### src/rtl/imm_ext_pipe.sv
// imm_ext_pipe: pipelined immediate-extension unit with valid/ready handshake and a
// two-entry (main + skid) output buffer so one result per cycle is sustained under
// back-pressure.
//
// Ports:
//   clk, rst_n            clock, asynchronous active-low reset
//   in_valid / in_ready   input handshake (in_ready is registered, low only when FULL)
//   in_imm [IN_W]         raw immediate field
//   in_mode [2]           00 SEXT, 01 ZEXT, 10 UPPER, 11 BRANCH
//   out_valid / out_ready output handshake
//   out_data [OUT_W]      extended operand
//   out_mode [2]          mode that produced out_data
//   out_count [CNT_W]     wrapping count of delivered results
module imm_ext_pipe #(
  parameter int unsigned IN_W     = 16,
  parameter int unsigned OUT_W    = 32,
  parameter int unsigned BR_SHIFT = 2,
  parameter int unsigned CNT_W    = 16
) (
  input  logic             clk,
  input  logic             rst_n,
  input  logic             in_valid,
  output logic             in_ready,
  input  logic [IN_W-1:0]  in_imm,
  input  logic [1:0]       in_mode,
  output logic             out_valid,
  input  logic             out_ready,
  output logic [OUT_W-1:0] out_data,
  output logic [1:0]       out_mode,
  output logic [CNT_W-1:0] out_count
);

  typedef enum logic [1:0] {
    StEmpty = 2'b00,
    StOne   = 2'b01,
    StFull  = 2'b10
  } state_e;

  state_e             state_q, state_d;
  logic               in_ready_q, in_ready_d;
  logic [OUT_W-1:0]   main_data_q, main_data_d;
  logic [1:0]         main_mode_q, main_mode_d;
  logic [OUT_W-1:0]   skid_data_q, skid_data_d;
  logic [1:0]         skid_mode_q, skid_mode_d;
  logic [CNT_W-1:0]   count_q, count_d;

  logic [OUT_W-1:0]   ext_sext;
  logic [OUT_W-1:0]   ext_val;
  logic               in_fire;
  logic               out_fire;

  // Combinational extension of the presented immediate.
  always_comb begin
    // Size cast of a signed operand replicates the sign bit.
    ext_sext = OUT_W'($signed(in_imm));
    case (in_mode)
      2'b00:   ext_val = ext_sext;
      2'b01:   ext_val = OUT_W'(in_imm);
      2'b10:   ext_val = OUT_W'(in_imm) << (OUT_W - IN_W);
      default: ext_val = ext_sext << BR_SHIFT;
    endcase
  end

  assign out_valid = (state_q == StOne) || (state_q == StFull);
  assign in_fire   = in_valid && in_ready_q;
  assign out_fire  = out_valid && out_ready;

  always_comb begin
    state_d     = state_q;
    main_data_d = main_data_q;
    main_mode_d = main_mode_q;
    skid_data_d = skid_data_q;
    skid_mode_d = skid_mode_q;
    case (state_q)
      StEmpty: begin
        if (in_fire) begin
          main_data_d = ext_val;
          main_mode_d = in_mode;
          state_d     = StOne;
        end
      end
      StOne: begin
        if (in_fire && out_fire) begin
          main_data_d = ext_val;
          main_mode_d = in_mode;
        end else if (in_fire) begin
          skid_data_d = ext_val;
          skid_mode_d = in_mode;
          state_d     = StFull;
        end else if (out_fire) begin
          state_d = StEmpty;
        end
      end
      StFull: begin
        if (out_fire) begin
          main_data_d = skid_data_q;
          main_mode_d = skid_mode_q;
          state_d     = StOne;
        end
      end
      default: state_d = StEmpty;
    endcase
    // Registered ready: reflects the state being entered, never out_ready directly.
    in_ready_d = (state_d != StFull);
    count_d    = out_fire ? count_q + CNT_W'(1) : count_q;
  end

  always_ff @(posedge clk or negedge rst_n) begin
    if (!rst_n) begin
      state_q     <= StEmpty;
      in_ready_q  <= 1'b1;
      main_data_q <= '0;
      main_mode_q <= '0;
      skid_data_q <= '0;
      skid_mode_q <= '0;
      count_q     <= '0;
    end else begin
      state_q     <= state_d;
      in_ready_q  <= in_ready_d;
      main_data_q <= main_data_d;
      main_mode_q <= main_mode_d;
      skid_data_q <= skid_data_d;
      skid_mode_q <= skid_mode_d;
      count_q     <= count_d;
    end
  end

  assign in_ready  = in_ready_q;
  assign out_data  = main_data_q;
  assign out_mode  = main_mode_q;
  assign out_count = count_q;

endmodule

### config.mk
export PLATFORM = sky130hd
export DESIGN_NAME = imm_ext_pipe
export DESIGN_NICKNAME = d
export VERILOG_FILES = /design/src/rtl/imm_ext_pipe.sv
export SDC_FILE = /design/constraint.sdc
export NUM_CORES = 1
export LEC_CHECK = 0
export BUFFER_PORTS_ARGS = -buffer_cell sky130_fd_sc_hd__buf_2
export CORE_MARGIN = 2
export CORE_UTILIZATION = 25
export DETAILED_ROUTE_END_ITERATION = 10
export PLACE_DENSITY = 0.41
export SYNTH_ARGS = -nofsm -noshare
export SYNTH_HDL_FRONTEND = slang
export SYNTH_SLANG_ARGS = --single-unit
### constraint.sdc
create_clock -name clk -period 2.75 [get_ports clk]
set_clock_uncertainty 0.2 [all_clocks]
set_input_delay 0.275 -clock clk [delete_from_list [all_inputs] [get_ports clk]]
set_output_delay 0.275 -clock clk [all_outputs]
set_load 0.005 [all_outputs]
=== Word level (Yosys, flattened, before mapping) ===
Index checks and enable logic that the tools add are counted.

* Register bits after elaboration: 87
* Input bits: 22
* Output and inout port bits: 52
* Logic and storage cells: 41

* Add/sub/neg operators: 1
* Equality and inequality tests: 8
* Mux-type cells: 15
* Bitwise logic cells: 1
* Reductions and logical operators: 9

{| class="wikitable"
|+ Operators with widths
! kind !! number
|-
| case mux 32 bit (3 select lines) || 2
|-
| two-way mux 32 bit || 3
|-
| adder 16 x 1 -> 16 bit (second input constant) || 1
|-
| two-way mux 2 bit || 8
|-
| case mux 2 bit (3 select lines) || 2
|-
| inequality test 2 bit (second input constant) || 3
|-
| == test 2 x 1 -> 1 bit (second input constant) || 2
|-
| == test 2 bit (second input constant) || 2
|-
| zero test 2 bit || 2
|-
| AND reduction 4 bit || 1
|-
| logical AND 1 bit || 3
|-
| AND reduction 3 bit || 1
|-
| nonzero test 3 bit || 1
|-
| inequality test 2 x 1 -> 1 bit (second input constant) || 1
|-
| logical OR 1 bit || 1
|-
| NOT 1 bit || 1
|}

=== Logic depth before layout (Yosys ltp) ===
Gate-level depths: netlist of the first run.

* Depth after elaboration: 8
* Depth in mapped cells: 8
* Depth with buffers taken out: 6

=== Least setup slack after synthesis of the first run ===
No wires, ideal clock.

* Path type: register -> register
* Start: register state_q[0]
* End: register main_data_q[15], in the netlist out_data[15]
* Arrival time: 1.631 ns
* Path slack: 0.794 ns
* Cell stages (with the launch flop): 8
* Buffers on the path: 1
* Period minus slack after synthesis: 1.956 ns
* Cells stage by stage: dfrtp_1 -> inv_1 -> ha_1 -> nand2_2 -> o22ai_2 -> nand2_4 -> buf_6 -> mux2_4

* Cells in the longest elaborated chain, start to end: 6
* Elaborated cells between the ends (all ways): 12
* Classes of those cells: eq/ne (5); mux (1); reduce/logical (6)

{| class="wikitable"
|+ Ends and longest elaborated chain
! item !! RTL line !! RTL
|-
| start: declaration || 39 || <nowiki>state_e state_q, state_d;</nowiki>
|-
| start signal: assignment || 110 || <nowiki>state_q <= StEmpty;</nowiki>
|-
| start signal: assignment || 118 || <nowiki>state_q <= state_d;</nowiki>
|-
| == test 2 x 1 -> 1 bit or == test 2 bit (tied branches) || 64 || <nowiki>assign out_valid = (state_q == StOne) || (state_q == StFull);</nowiki>
|-
| logical OR 1 bit * || 64 ||
|-
| net out_valid || 26 || <nowiki>output logic out_valid,</nowiki>
|-
| logical AND 1 bit * || 66 || <nowiki>assign out_fire = out_valid && out_ready;</nowiki>
|-
| logical AND 1 bit || 83 || <nowiki>if (in_fire && out_fire) begin</nowiki>
|-
| inequality test 2 x 1 -> 1 bit (no source line) || - ||
|-
| AND reduction 4 bit (no source line) * || - ||
|-
| end signal: assignment || 120 || <nowiki>main_data_q <= main_data_d;</nowiki>
|-
| end: declaration || 41 || <nowiki>logic [OUT_W-1:0] main_data_q, main_data_d;</nowiki>
|}

Mark *: on every way through the listed nets, which the timed path passes. The rest lies on a longest branch.
A chain may end at the register's enable or synchronous reset.

=== Worst setup path in the final report of the first run ===
* Start: register state_q[0]
* End: register main_data_q[28], in the netlist out_data[28]

* Cells in the longest elaborated chain, start to end: 6
* Elaborated cells between the ends (all ways): 12
* Classes of those cells: eq/ne (5); mux (1); reduce/logical (6)

{| class="wikitable"
|+ Ends and longest elaborated chain
! item !! RTL line
|-
| == test 2 x 1 -> 1 bit or == test 2 bit (tied branches) || 64, 74
|-
| logical OR 1 bit || 64
|-
| logical AND 1 bit || 66
|-
| logical AND 1 bit || 83
|-
| inequality test 2 x 1 -> 1 bit (no source line) || -
|-
| AND reduction 4 bit (no source line) || -
|}

Several ways; a longest one is shown, not always the timed one.

==> run metrics, run 1 <==
CP Data Required Time=2780 ps; Post-synth top flop=dfrtp_1; Critical Setup Path Class=flop to flop; Setup TNS Final=0 ps; Synth top area share=0.486; die width=137 um; Starting Density=0.256; crit share post-route=0.845; port buffer count=73; Worst Hold Class=primary input to flop; insertion delay to the later sink of the worst-skew pair=350 ps; Async SR Flop Fraction=1.00; worst vdd ir=0.296 mV; Core Area=17300 um2; crit-path max FO=18; final-report hold violation count=0; H-tree levels=3; CP Capture Type=flop; Avg Cell Area, Syn=10.4 um2; PD cells=1030 nW/um2; Congestion Overflow GR=0; vias per inst=4.30; Final setup viols=0; slew margin rel.=0.584; synthesized instance count=427; synth cell count leaders=dfrtp_1 (86), nand2_1 (61), nor2b_1 (50); post-CTS setup buffer count=0; Tightest Pin Transition=624 ps; Post-Syn Nets=454; initial antenna violation count=0; Seq/Total Area, Yosys=0.492; Distinct cells, synth=43; clk buf depth=2; RSZ-0062 raised after global routing=false; top-count cell post-synth=dfrtp_1; share of cells above drive strength 1=0.284; row cnt=48; Layout area overhead=20.2%; Reg clk slew, reported paths=60 ps; mapped cell area=4430 um2; yosys warns=0; CTS Buf Count=9; Seq cells post-synth=87; first-pass GRT wire length=17000 um; Ant. Diodes=0; DRC Markers=0; Leakage=2.46 nW; I/O pin cnt=74; outcome=finished clean; Fmax=0.431 GHz; # clock sinks=87; Synth area leader=dfrtp_1; synth top area cells=dfrtp_1 (49%), nor2b_1 (7.1%), mux2_4 (6.4%), nand2_1 (5.2%), o21ai_0 (5.1%); die extent in y=137 um; Final Net Count=519; total power=5.50 mW; routability cong.=0.715; post-route minimum period=2320 ps; wire per inst=14.6 um; Worst Path Arrival=2350 ps; Final Routed Wirelength=10600 um; Via Count=3101; Slew Limit Fails=0; largest net degree at the start of global routing=56; root buffer cell=clkbuf_16; max-cap viol count=0; Worst setup SP type=flop; Post-DP HPWL=7460 um; 1st-pass router iterations=4; vias in the first global route=3112; antenna-violating nets left=0; CTS tree=done; initial DRC count=156; die area=18800 um2; GR Util All Layers=0.121; number of flops mapped to enable cells by yosys=0
[registers in the layout (all words and copies together), names as in the netlist]
signal       count
skid_data_q     32
out_count       16
out_data        32
state_q          2
in_ready         1
skid_mode_q      2
out_mode         2
[cells by family after synthesis]
group | share of synthesized area
AOI/OAI and AO/OA | 0.123
and+or+nand+nor | 0.170
muxes | 0.125
DFF | 0.492
xor gates and xnor gates | 0.0317
adders and majority gates | 0.0141
buffers and inverters | 0.0441
[critical path: stages (launching register included)]
cell,delay [ps]
dfrtp_1,420
inv_1,90
ha_1,380
nand2_2,150
o22ai_2,110
nand2_4,270
buf_12,220
mux2_2,350
[repair_timing]
| item | in CTS | in global routing |
|---|---|---|
| resized for setup | 0 | 0 |
| endpoints found under the hold margin | 34 | 0 |
| hold buffers | 1 | 0 |
[per-layer routing]
metal	track usage	part of all wire
met4	0.0550	0.020
met3	0.0278	0.032
met2	0.182	0.46
met1	0.163	0.49
met5	0	0
[where the power goes]
part	internal, mW	switching [mW]	total [mW]	leakage [nW]
Clock	0.821	0.525	1.35	0.156
Sequential	1.79	0.293	2.08	1.11
Combinational	1.07	0.994	2.07	1.19
[layout by cell type (no fill, tap or decap), types with 2 or more instances in the layout]
cell type,n
o21ai_0,45
dfrtp_1,86
inv_1,7
xnor2_1,12
xor2_1,4
nand2_1,61
nor2b_1,50
nor2_1,4
mux2_4,19
buf_4,5
and3_1,2
mux2_1,9
mux2_2,12
ha_1,4
o21ai_1,22
and2_4,2
nand3_1,6
bufinv_16,2
buf_12,2
a21oi_1,29
clkbuf_16,9
mux2i_1,3
nand2b_1,2
buf_2,72
nand4_1,2
[through the flow]
stage | area, um2 | std cells | util | worst slack (ps) | hold WS [ps]
after global routing | 5320 | 722 | 0.307 | 292 | 68.5
after CTS | 5320 | 722 | 0.307 | 408 | 23.6
after global placement | 4980 | 705 | 0.288 | 494 | 73.6
final | 5320 | 722 | 0.307 | 427 | 30.7
after detailed placement | 4980 | 705 | 0.288 | 430 | 78.7
after floorplan | 4430 | 427 | - | 794 | -221
[area by class of cell]
| cell class | instances | area, um2 |
|---|---|---|
| fillers | 1819 | 12000 |
| flip-flops and latches | 87 | 2180 |
| multi-input cells | 307 | 2060 |
| repair buffers | 80 | 448 |
| well taps | 225 | 282 |
| clock buffers | 11 | 243 |
| clock inverters | 5 | 81.3 |
| inverters | 7 | 26.3 |
[final timing paths]
check / start / to / cells after the start / slack [ps]
max in group asynchronous: rst_n / skid_data_q[21]$_DFFE_PN0P_ / 3 / 1470
min in group asynchronous: rst_n / out_count[1]$_DFFE_PN0P_ / 2 / 230
setup reg to reg: state_q[0]$_DFF_PN0_ / out_data[28]$_DFFE_PN0P_ / 7 / 430
hold reg to reg: skid_data_q[0]$_DFFE_PN0P_ / skid_data_q[0]$_DFFE_PN0P_ / 2 / 280
setup / recovery: state_q[0]$_DFF_PN0_ / out_data[28]$_DFFE_PN0P_ / 7 / 430
hold / removal: in_imm[0] / skid_data_q[0]$_DFFE_PN0P_ / 3 / 30
No activity file was read; power rests on OpenSTA's default activity.
==> inputs of run 2 (changes only) <==
PLACE_DENSITY = 0.42   (was 0.41)
clock period = 2.1 ns   (was 2.75 ns; I/O delays follow)
==> run 2 against run 1 <==
Against the previous run: routed wire length shrank 0.42%; sequential power grew 31%; non-clock buffer count grew 13; final area grew 2.9%; total power grew 35%; first-iteration DRC count shrank 1.3%; die area is the same; via count grew 2.9%; setup slack lost 350 ps; hold slack lost 0.64 ps; register-to-register slack lost 350 ps; fmax grew 15%; critical path type unchanged; largest cell class unchanged; highest routed layer unchanged.
==> run metrics, run 2 (synthesis results as in run 1) <==
RSZ-0062 raised after global routing=false; Reg clk slew, reported paths=70 ps (about the same); Post-Layout Cell Count=735 (+1.8%); crit share post-route=0.961 (+0.117); PD cells=1350 nW/um2 (+31%); commonest non-fill, non-tap cells in the layout=dfrtp_1 (86), buf_2 (72), nand2_1 (61), nor2b_1 (50), o21ai_0 (45); initial antenna violation count=0 (unchanged); switching part of the total power=0.325 (-0.00492); Worst Path Arrival=2040 ps (-310 ps); R2R Path Start=state_q[1]$_DFF_PN0_; P_sw=2.41 mW (+33%); GR Util All Layers=0.120 (about the same); vias per inst=4.34 (+1.1%); power share of the sequential group=0.367 (-0.012); total power=7.41 mW (+35%); final-report hold violation count=0 (unchanged); Congestion Overflow GR=0 (unchanged); R2R Setup Slk=80 ps (-350 ps); most common cell after layout, fill and taps aside=dfrtp_1; Fmax=0.495 GHz (+15%); max-cap viol count=0 (unchanged); row cnt=48 (unchanged); Core Area=17300 um2 (unchanged); R2R depth=7 (unchanged); I/O pin cnt=74 (unchanged); Post-DP HPWL=7840 um (+5.0%); CTS tree=done; Critical Setup Path Class=flop to flop; Layout area overhead=23.7%; DRC Markers=0 (unchanged); Ant. Diodes=0 (unchanged); Cells on Worst Hold Path=3 (unchanged); first-pass GRT wire length=17100 um (+0.28%); CP Data Required Time=2130 ps (-650 ps); # clock sinks=87 (unchanged); worst setup path start=state_q[1]$_DFF_PN0_; Starting Density=0.256 (unchanged); vias in the first global route=3162 (+1.6%); share of cells above drive strength 1=0.304 (+0.0202); Internal Pwr Total=5.01 mW (+36%); CP peak stage delay=380 ps (-40 ps); antenna-violating nets left=0 (unchanged); Worst Hold Class=primary input to flop; slew margin rel.=0.713 (+0.129); Worst Hold Path EP=skid_data_q[7]$_DFFE_PN0P_; CP max stage cell=ha_2; Final setup viols=0 (unchanged); die width=137 um (unchanged); crit-path max FO=16 (-2); 1st-pass router iterations=6 (+2); r2r endpoint=out_data[12]$_DFFE_PN0P_; HP Start=in_imm[5]; initial DRC count=154 (-1.3%); CP Cell Sequence=inv_1, ha_2, nand2_2, o22ai_2, nand2_4, buf_12, mux2_1; Clk pwr share=0.242 (-0.003); CTS Buf Count=9 (unchanged); die extent in y=137 um (unchanged); CP Capture Type=flop; Placed Cells=715 (+1.4%); insertion delay to the later sink of the worst-skew pair=350 ps (about the same); Final Net Count=532 (+2.5%); Setup TNS Final=0 ps (unchanged); port buffer count=73 (unchanged); share of power burned in combinational logic=0.391 (+0.015); clk buf depth=2 (unchanged); die area=18800 um2 (unchanged); Tightest Pin Transition=426 ps (-197 ps); H-tree levels=3 (unchanged); Leakage=2.54 nW (+3.5%); outcome=finished clean; Final Routed Wirelength=10500 um (-0.42%); worst vdd ir=0.454 mV (+54%); wire per inst=14.3 um (-2.2%); Worst setup SP type=flop; root buffer cell=clkbuf_16; post-route minimum period=2020 ps (-303 ps); Via Count=3191 (+2.9%); routability cong.=0.800 (+12%); largest net degree at the start of global routing=49 (-13%); Slew Limit Fails=0 (unchanged)
-- run 2: cell count changes in the layout (fill, tap and decap cells not counted) --
| cell | change |
|---|---|
| dlygate4sd3_1 | +2 |
| buf_4 | +8 |
| clkinv_2 | +1 |
| clkbuf_1 | -1 |
| buf_12 | +3 |
| inv_6 | +1 |
| clkinvlp_4 | -1 |
| nor3_2 | +1 |
| ha_1 | -1 |
| clkinv_4 | -1 |
| nor3_1 | -1 |
| clkbuf_8 | +1 |
| ha_2 | +1 |
-- run 2: area by class of cell --
type	instances	area, um2
Multi-Input combinational cell	307	2070
Tap cell	225	282
Timing Repair Buffer	93	588
Inverter	7	26.3
Fill cell	1821	11800
Clock inverter	5	78.8
Clock buffer	11	253
Sequential cell	87	2180
-- run 2: power groups by stage --
stage / clock (mW) / combinational [mW] / sequential (mW)
floorplan: 0 / 1.96 / 2.74
global placement: 0 / 2.88 / 2.75
detailed placement: 0 / 2.93 / 2.77
CTS: 1.85 / 2.95 / 2.74
global route: 1.93 / 3.23 / 2.82
finish: 1.79 / 2.90 / 2.72
-- run 2: critical path, delay by kind of cell (launching register included) --
family / cells / cell delay [ps]
mux: 1 / 310
fa+ha+maj: 1 / 380
flops: 1 / 370
simple gates: 2 / 210
compound gates: 1 / 180
buf+inv: 2 / 240
-- run 2: layer usage --
| metal | up-vias | GRT usage | wire length (um) | part of all wire |
|---|---|---|---|---|
| met5 | - | 0 | 0 | 0 |
| met4 | 0 | 0.0578 | 238 | 0.023 |
| met2 | 65 | 0.183 | 4800 | 0.46 |
| met3 | 14 | 0.0248 | 390 | 0.037 |
| li1 | 1595 | - | - | - |
| met1 | 1517 | 0.163 | 5110 | 0.49 |
-- run 2: worst max path at each step --
| stage | to | cells past startpoint |
|---|---|---|
| final | out_data[12]$_DFFE_PN0P_ | 7 |
| after global routing | skid_data_q[15]$_DFFE_PN0P_ | 7 |
| after CTS | out_data[10]$_DFFE_PN0P_ | 7 |
| after detailed placement | out_count[11]$_DFFE_PN0P_ | 6 |
| after global placement | out_count[15]$_DFFE_PN0P_ | 6 |
| after floorplan | out_data[15]$_DFFE_PN0P_ | 7 |
-- run 2: stage by stage --
step | hold WS [ps] | setup WS (ps) | instance area [um2] | util
after floorplan | -286 | 144 | 4430 | -
after global placement | -113 | 76.8 | 5100 | 0.295
after detailed placement | -116 | 43.8 | 5100 | 0.295
after CTS | 21.6 | 11.3 | 5460 | 0.316
after global routing | 45.1 | 6.35 | 5470 | 0.316
final | 30.0 | 80.9 | 5470 | 0.316
-- run 2: timing repair --
| item | CTS | global route |
|---|---|---|
| setup endpoints to repair | 0 | 60 |
| setup buffers | 0 | 1 |
| endpoints found under the hold margin | 89 | 0 |
| gates resized for setup | 0 | 2 |
| hold buffers | 3 | 0 |
